==> src/rtl/adder_multiop_pipe_pkg.sv <==
// rtl/adder_multiop_pipe_pkg.sv - shared constants and elaboration helpers for the multi-operand adder
package adder_multiop_pipe_pkg;

    localparam int SHA256_WORD_W = 32;

    function automatic int clog2(input int n);
        int c = 0;
        while ((1 << c) < n) c++;
        return c;
    endfunction

    // Rows left after one 3:2 level: each full triple becomes two, leftovers pass through.
    function automatic int csa_next(input int n);
        return 2 * (n / 3) + n % 3;
    endfunction

    function automatic int csa_rows(input int n_ops, input int lvl);
        int n = n_ops;
        for (int i = 0; i < lvl; i++) n = csa_next(n);
        return n;
    endfunction

    function automatic int csa_levels(input int n_ops);
        int n = n_ops;
        int l = 0;
        while (n > 2) begin
            n = csa_next(n);
            l++;
        end
        return l;
    endfunction

    function automatic int seg_start(input int j, input int nl, input int nb);
        return (nb == 0) ? 0 : (j * nl) / nb;
    endfunction

    function automatic int seg_end(input int j, input int nl, input int nb);
        return (nb == 0) ? nl : ((j + 1) * nl) / nb;
    endfunction

    function automatic int seg_of(input int l, input int nl, input int nb);
        int s = 0;
        for (int j = nb - 1; j >= 0; j--) if (seg_end(j, nl, nb) > l) s = j;
        return s;
    endfunction

    // Bit offset of level l's output rows inside the flat level vector.
    function automatic int lvl_off(input int n_ops, input int l, input int sw);
        int o = 0;
        for (int i = 0; i < l; i++) o += csa_rows(n_ops, i + 1) * sw;
        return o;
    endfunction

    // Bit offset of stage s's registered rows inside the flat stage register.
    function automatic int reg_off(input int n_ops, input int s, input int nl, input int nb,
                                   input int sw);
        int o = 0;
        for (int j = 0; j < s; j++) o += csa_rows(n_ops, seg_end(j, nl, nb)) * sw;
        return o;
    endfunction

endpackage

==> src/rtl/adder_multiop_pipe_csa_3to2.sv <==
// rtl/adder_multiop_pipe_csa_3to2.sv - one row of full adders reducing three vectors to two
module adder_multiop_pipe_csa_3to2 #(
    parameter int WIDTH = 32
) (
    input  logic [WIDTH-1:0] a,
    input  logic [WIDTH-1:0] b,
    input  logic [WIDTH-1:0] c,
    output logic [WIDTH-1:0] sum,
    output logic [WIDTH-1:0] carry
);

    assign sum   = a ^ b ^ c;
    assign carry = {(a[WIDTH-2:0] & b[WIDTH-2:0]) | (a[WIDTH-2:0] & c[WIDTH-2:0]) |
                    (b[WIDTH-2:0] & c[WIDTH-2:0]), 1'b0};

endmodule

==> src/rtl/adder_multiop_pipe.sv <==
// rtl/adder_multiop_pipe.sv - pipelined N-operand adder: CSA tree, final CPA, valid/ready, tag passthrough
module adder_multiop_pipe
    import adder_multiop_pipe_pkg::*;
#(
    parameter int  WIDTH  = SHA256_WORD_W,
    parameter int  N_OPS  = 5,
    parameter int  STAGES = 2,
    parameter int  TAG_W  = 4,
    localparam int CW     = clog2(N_OPS)
) (
    input  logic                   i_clk,
    input  logic                   i_rst,
    input  logic                   i_valid,
    output logic                   o_ready,
    input  logic [N_OPS*WIDTH-1:0] i_ops,
    input  logic [N_OPS-1:0]       i_mask,
    input  logic [TAG_W-1:0]       i_tag,
    output logic                   o_valid,
    input  logic                   i_ready,
    output logic [WIDTH-1:0]       o_summ,
    output logic [CW-1:0]          o_carry,
    output logic [TAG_W-1:0]       o_tag
);

    localparam int SW     = WIDTH + CW;
    localparam int NL     = csa_levels(N_OPS);
    localparam int NB     = STAGES - 1;
    localparam int NB1    = (NB > 0) ? NB : 1;
    localparam int RW_IN  = N_OPS * SW;
    localparam int LV_W   = (NL > 0) ? lvl_off(N_OPS, NL, SW) : 1;
    localparam int ROWS_W = (NB > 0) ? reg_off(N_OPS, NB, NL, NB, SW) : 1;

    logic                adv;
    logic [RW_IN-1:0]    masked;
    logic [LV_W-1:0]     lv;
    logic [ROWS_W-1:0]   stage_rows;
    logic [ROWS_W-1:0]   row_ld;
    logic [ROWS_W-1:0]   rows_d, rows_q;
    logic [NB1-1:0]      vld_d, vld_q;
    logic [TAG_W-1:0]    tag_d [NB1];
    logic [TAG_W-1:0]    tag_q [NB1];
    logic [NB:0]         vin_chain;
    logic [TAG_W-1:0]    tag_chain [NB+1];
    logic [2*SW-1:0]     cpa_in;
    logic [SW-1:0]       cpa_sum;
    logic                out_vld_d, out_vld_q;
    logic [SW-1:0]       out_sum_d, out_sum_q;
    logic [TAG_W-1:0]    out_tag_d, out_tag_q;

    // Global stall: every stage advances together or not at all.
    assign adv     = !out_vld_q || i_ready;
    assign o_ready = adv;

    always_comb begin
        masked = '0;
        for (int k = 0; k < N_OPS; k++) begin
            if (i_mask[k]) masked[k*SW +: SW] = SW'(i_ops[k*WIDTH +: WIDTH]);
        end
    end

    for (genvar l = 0; l < NL; l++) begin : g_lvl
        localparam int J   = seg_of(l, NL, NB);
        localparam int NI  = csa_rows(N_OPS, l);
        localparam int Q   = NI / 3;
        localparam int OFF = lvl_off(N_OPS, l, SW);
        logic [NI*SW-1:0] x;

        if (l != seg_start(J, NL, NB)) begin : g_chain
            assign x = lv[lvl_off(N_OPS, l - 1, SW) +: NI*SW];
        end else if (J == 0) begin : g_in
            assign x = masked;
        end else begin : g_reg
            assign x = rows_q[reg_off(N_OPS, J - 1, NL, NB, SW) +: NI*SW];
        end

        for (genvar g = 0; g < Q; g++) begin : g_csa
            adder_multiop_pipe_csa_3to2 #(.WIDTH(SW)) u_csa (
                .a     (x[(3*g)*SW +: SW]),
                .b     (x[(3*g+1)*SW +: SW]),
                .c     (x[(3*g+2)*SW +: SW]),
                .sum   (lv[OFF + (2*g)*SW +: SW]),
                .carry (lv[OFF + (2*g+1)*SW +: SW])
            );
        end

        for (genvar r = 0; r < NI % 3; r++) begin : g_pass
            assign lv[OFF + (2*Q+r)*SW +: SW] = x[(3*Q+r)*SW +: SW];
        end
    end

    // An empty segment (fewer levels than boundaries) is a plain delay register.
    for (genvar s = 0; s < NB; s++) begin : g_stage
        localparam int NR   = csa_rows(N_OPS, seg_end(s, NL, NB));
        localparam int ROFF = reg_off(N_OPS, s, NL, NB, SW);

        if (seg_end(s, NL, NB) > seg_start(s, NL, NB)) begin : g_tree
            assign stage_rows[ROFF +: NR*SW] = lv[lvl_off(N_OPS, seg_end(s, NL, NB) - 1, SW) +: NR*SW];
        end else if (s == 0) begin : g_in
            assign stage_rows[ROFF +: NR*SW] = masked;
        end else begin : g_fwd
            assign stage_rows[ROFF +: NR*SW] = rows_q[reg_off(N_OPS, s - 1, NL, NB, SW) +: NR*SW];
        end
        assign row_ld[ROFF +: NR*SW] = {(NR*SW){adv & vin_chain[s]}};
    end

    if (NB == 0) begin : g_no_stage
        assign stage_rows = '0;
        assign row_ld     = '0;
    end

    if (NB > 0) begin : g_cpa_reg
        assign cpa_in = rows_q[ROWS_W-1 -: 2*SW];
    end else if (NL > 0) begin : g_cpa_tree
        assign cpa_in = lv[LV_W-1 -: 2*SW];
    end else begin : g_cpa_in
        assign cpa_in = masked;
    end

    assign cpa_sum = cpa_in[SW-1:0] + cpa_in[2*SW-1:SW];

    always_comb begin
        vin_chain    = '0;
        vin_chain[0] = i_valid;
        tag_chain[0] = i_tag;
        for (int s = 0; s < NB; s++) begin
            vin_chain[s+1] = vld_q[s];
            tag_chain[s+1] = tag_q[s];
        end

        rows_d = (stage_rows & row_ld) | (rows_q & ~row_ld);
        vld_d  = vld_q;
        for (int s = 0; s < NB1; s++) tag_d[s] = tag_q[s];
        for (int s = 0; s < NB; s++) begin
            vld_d[s] = adv ? vin_chain[s] : vld_q[s];
            if (adv && vin_chain[s]) tag_d[s] = tag_chain[s];
        end

        out_vld_d = adv ? vin_chain[NB] : out_vld_q;
        out_sum_d = (adv && vin_chain[NB]) ? cpa_sum       : out_sum_q;
        out_tag_d = (adv && vin_chain[NB]) ? tag_chain[NB] : out_tag_q;
    end

    always_ff @(posedge i_clk) begin
        if (i_rst) begin
            rows_q    <= '0;
            vld_q     <= '0;
            for (int s = 0; s < NB1; s++) tag_q[s] <= '0;
            out_vld_q <= 1'b0;
            out_sum_q <= '0;
            out_tag_q <= '0;
        end else begin
            rows_q    <= rows_d;
            vld_q     <= vld_d;
            for (int s = 0; s < NB1; s++) tag_q[s] <= tag_d[s];
            out_vld_q <= out_vld_d;
            out_sum_q <= out_sum_d;
            out_tag_q <= out_tag_d;
        end
    end

    assign o_valid = out_vld_q;
    assign o_summ  = out_sum_q[WIDTH-1:0];
    assign o_carry = out_sum_q[SW-1:WIDTH];
    assign o_tag   = out_tag_q;

endmodule
==> config.mk <==
export PLATFORM = sky130hd
export DESIGN_NAME = adder_multiop_pipe
export DESIGN_NICKNAME = d
export VERILOG_FILES = /design/src/rtl/adder_multiop_pipe_pkg.sv /design/src/rtl/adder_multiop_pipe_csa_3to2.sv /design/src/rtl/adder_multiop_pipe.sv
export SDC_FILE = /design/constraint.sdc
export NUM_CORES = 1
export LEC_CHECK = 0
export CORE_ASPECT_RATIO = 0.5
export CORE_UTILIZATION = 46
export DETAILED_ROUTE_END_ITERATION = 7
export PLACE_DENSITY = 0.78
export SLEW_MARGIN = 40
export SYNTH_ARGS = -nofsm -noshare
export SYNTH_HDL_FRONTEND = slang
export SYNTH_SLANG_ARGS = --single-unit
==> constraint.sdc <==
create_clock -name i_clk -period 2.7 [get_ports i_clk]
set_clock_uncertainty 0.15 [all_clocks]
set_input_delay 0.27 -clock i_clk [delete_from_list [all_inputs] [get_ports i_clk]]
set_output_delay 0.27 -clock i_clk [all_outputs]
set_load 0.1 [all_outputs]
==> results.tsv <==
metric	value	unit
status	finished with violations	
failing checks	negative setup slack	
crit-path max FO	3	
clock latency at the later pin of the worst-skew pair	0.42	ns
power density over the cells	539	mW/mm2
initial antenna violation count	0	
synth warn	0	
Post-synth ARST share	0	%
RSZ-0062 raised after global routing	yes	
vias per cell	5.37	
DIE AREA	0.0196	mm2
area grow syn2layout	38.9	%
Die X	197	um
critical path type	reg2reg	
cts bufs inserted	17	
PortBufs	213	
layout cell share with drive strength beyond 1	13.0	%
Final Total Pwr	0.00656	W
r2r startpoint	cpa_in[35]$_SDFF_PP0_	
CTS tree	done	
gpl congestion	0.930	
hold path start	i_rst	
Synth Area per Inst	8.00	um2
Vias	8545	
largest net degree at the start of global routing	71	
Min-Delay Path Depth	2	
aggregate global routing overflow	0	
first-pass GRT wire length	44900	um
WL/cell	18.8	um
Worst Setup End Kind	flop	
most common flop cell mapped by yosys	dfxtp_1	
static leakage	5.21	nW
CORE AREA	0.0185	mm2
Max VDD drop	333	uV
grt peak-use layer	met1	
cell count of the worst reg-to-reg path	12	
Initial Util	47.3	%
worst path arrival time	2.90	ns
CTS Root Cell	clkbuf_16	
Mapped Area	0.00876	mm2
DRC viols	0	
GRT Util Overall	29.9	%
Final Critical Period	2.71	ns
register bit total from synthesis	115	
Final Hold Viols	0	
Final Cycle Share	100	%
Slew HR	48.9	%
Reg clk slew, reported paths	0.06	ns
met2 Use GR	42.3	%
end of the worst register-to-register path	out_sum_q[20]$_SDFFE_PP0P_	
maxcap violations	0	
Req. time, crit path	2.89	ns
n_diodes	0	
clock sinks	115	
number of synthesized flops with an enable pin	0	
Die Span Y	99.6	um
CP startpoint	cpa_in[35]$_SDFF_PP0_	
Layout Nets	1623	
Worst Tran Pin Value	0.765	ns
Routed WL	29900	um
fin worst setup slack	-0.00963	ns
# setup viols final	1	
first-iteration detailed-routing DRC count	578	
router iterations before antenna repair	5	
row count	35	
hold buffers post-CTS	0	
hold worst-path end	out_sum_q[14]$_SDFFE_PP0P_	
number of global-route vias before repair	8430	
dpl ws	-0.398	ns
DRT antenna net count	0	
Seq/Total Area, Yosys	26.3	%
syn nets	1400	
met3 GRT Util	7.05	%
I/O pin cnt	214	
Synth Instances	1095	
unique cell type count in the Yosys netlist	59	
htree depth	4	
Slew Limit Fails	0	
grt met1 use	44.9	%
Post-DP HPWL	23000	um
setup slack on the worst flop-to-flop path	-0.01	ns
Max Buffers Root-to-Sink	2	
Hold Path Class	in2reg	
Max Fclk	369	MHz
Worst Setup Start Kind	flop	
-- per-stage QoR --
step	hold WS, ns	TNS, ns	std cells	instance area [um2]	util (%)
after global routing	0.174	-0.150	1590	12200	65.7
final	0.158	-0.00963	1590	12200	65.7
after CTS	0.134	0	1585	12000	64.6
after global placement	0.291	-15.51	1551	11300	61.1
after detailed placement	0.300	-17.97	1551	11300	61.1
after floorplan	0.256	0	1095	8760	-
-- power by group --
group	switching, W	total [W]	internal (W)	leakage (nW)
registers	0.000142	0.00199	0.00185	0.943
logic	0.00129	0.00221	0.000919	3.98
clock network	0.000870	0.00235	0.00148	0.291
-- cells in the mapped netlist, types with 3 or more instances --
library cell	instances	area (um2)
nor2_1	18	67.6
ha_1	37	463
fa_1	95	1900
nand2_1	337	1260
and3_1	7	43.8
and2_1	43	269
a211oi_1	5	37.5
inv_1	70	263
a31oi_1	9	56.3
nand2b_1	7	43.8
xnor2_1	10	87.6
xor2_1	11	96.3
clkbuf_1	59	221
o21a_1	5	37.5
o21ai_0	22	110
a21oi_1	126	631
dfxtp_1	115	2300
or3_1	5	31.3
nor3_1	9	45.0
nand4_1	5	31.3
o21ai_1	12	60.1
nand3_1	20	100
nor4_1	3	18.8
a21o_1	16	120
-- worst max path at each step --
stage                                 endpoint  slack, ns  cells past startpoint
detailed placement                        flop      -0.40                      9
CTS                 out_sum_q[24]$_SDFFE_PP0P_       0.02                     12
global placement                          flop      -0.33                      9
finish              out_sum_q[20]$_SDFFE_PP0P_      -0.01                     12
global route        out_sum_q[28]$_SDFFE_PP0P_      -0.06                      9
floorplan           out_sum_q[33]$_SDFFE_PP0P_       0.05                      6
-- cell type report --
| class | count | area (um2) |
|---|---|---|
| clock buffers | 20 | 447 |
| flip-flops and latches | 115 | 2320 |
| well taps | 259 | 324 |
| repair buffers | 267 | 2590 |
| multi-input cells | 847 | 6070 |
| fillers | 1572 | 6360 |
| inverters | 70 | 263 |
| clock inverters | 12 | 155 |
-- placed cells by master (no fill, tap or decap), types with 17 or more instances in the layout --
cell type / instances
a21oi_1: 122
fa_1: 94
o21ai_0: 20
dfxtp_1: 103
clkbuf_16: 20
and2_1: 42
nand3_1: 20
clkdlybuf4s50_1: 168
buf_4: 85
nor2_1: 17
inv_1: 69
ha_1: 29
nand2_1: 336
-- what timing repair did --
item                                   in CTS  in global routing
setup endpoints to repair                   5                 31
pin swaps                                   6                 14
gates resized for setup                     7                 34
endpoints found under the hold margin       0                  0
cloned                                      0                  3
buffers inserted                            2                  2
-- metal layers --
layer / vias to the layer above / wire length (um)
li1: 4022 / -
met1: 4078 / 14400
met2: 410 / 12300
met3: 35 / 2660
met4: 0 / 484
met5: - / 0
-- worst max-delay path, stage by stage (launching register included) --
cell and delay (ns):
dfxtp_2 0.34, ha_2 0.19, inv_2 0.04, fa_2 0.35
nand2b_4 0.15, a21o_1 0.18, a21o_1 0.21, a21oi_4 0.19
buf_4 0.16, a21oi_1 0.09, xnor2_1 0.30, nand2_1 0.11
a21oi_1 0.16
-- cells by family after synthesis --
logic type	synth area share [%]
xor+xnor	2.10
simple gates	23.5
flops	26.3
compound gates	15.3
buf+inv	5.80
fa+ha+maj	27.0
(Power assumes the default switching activity.)
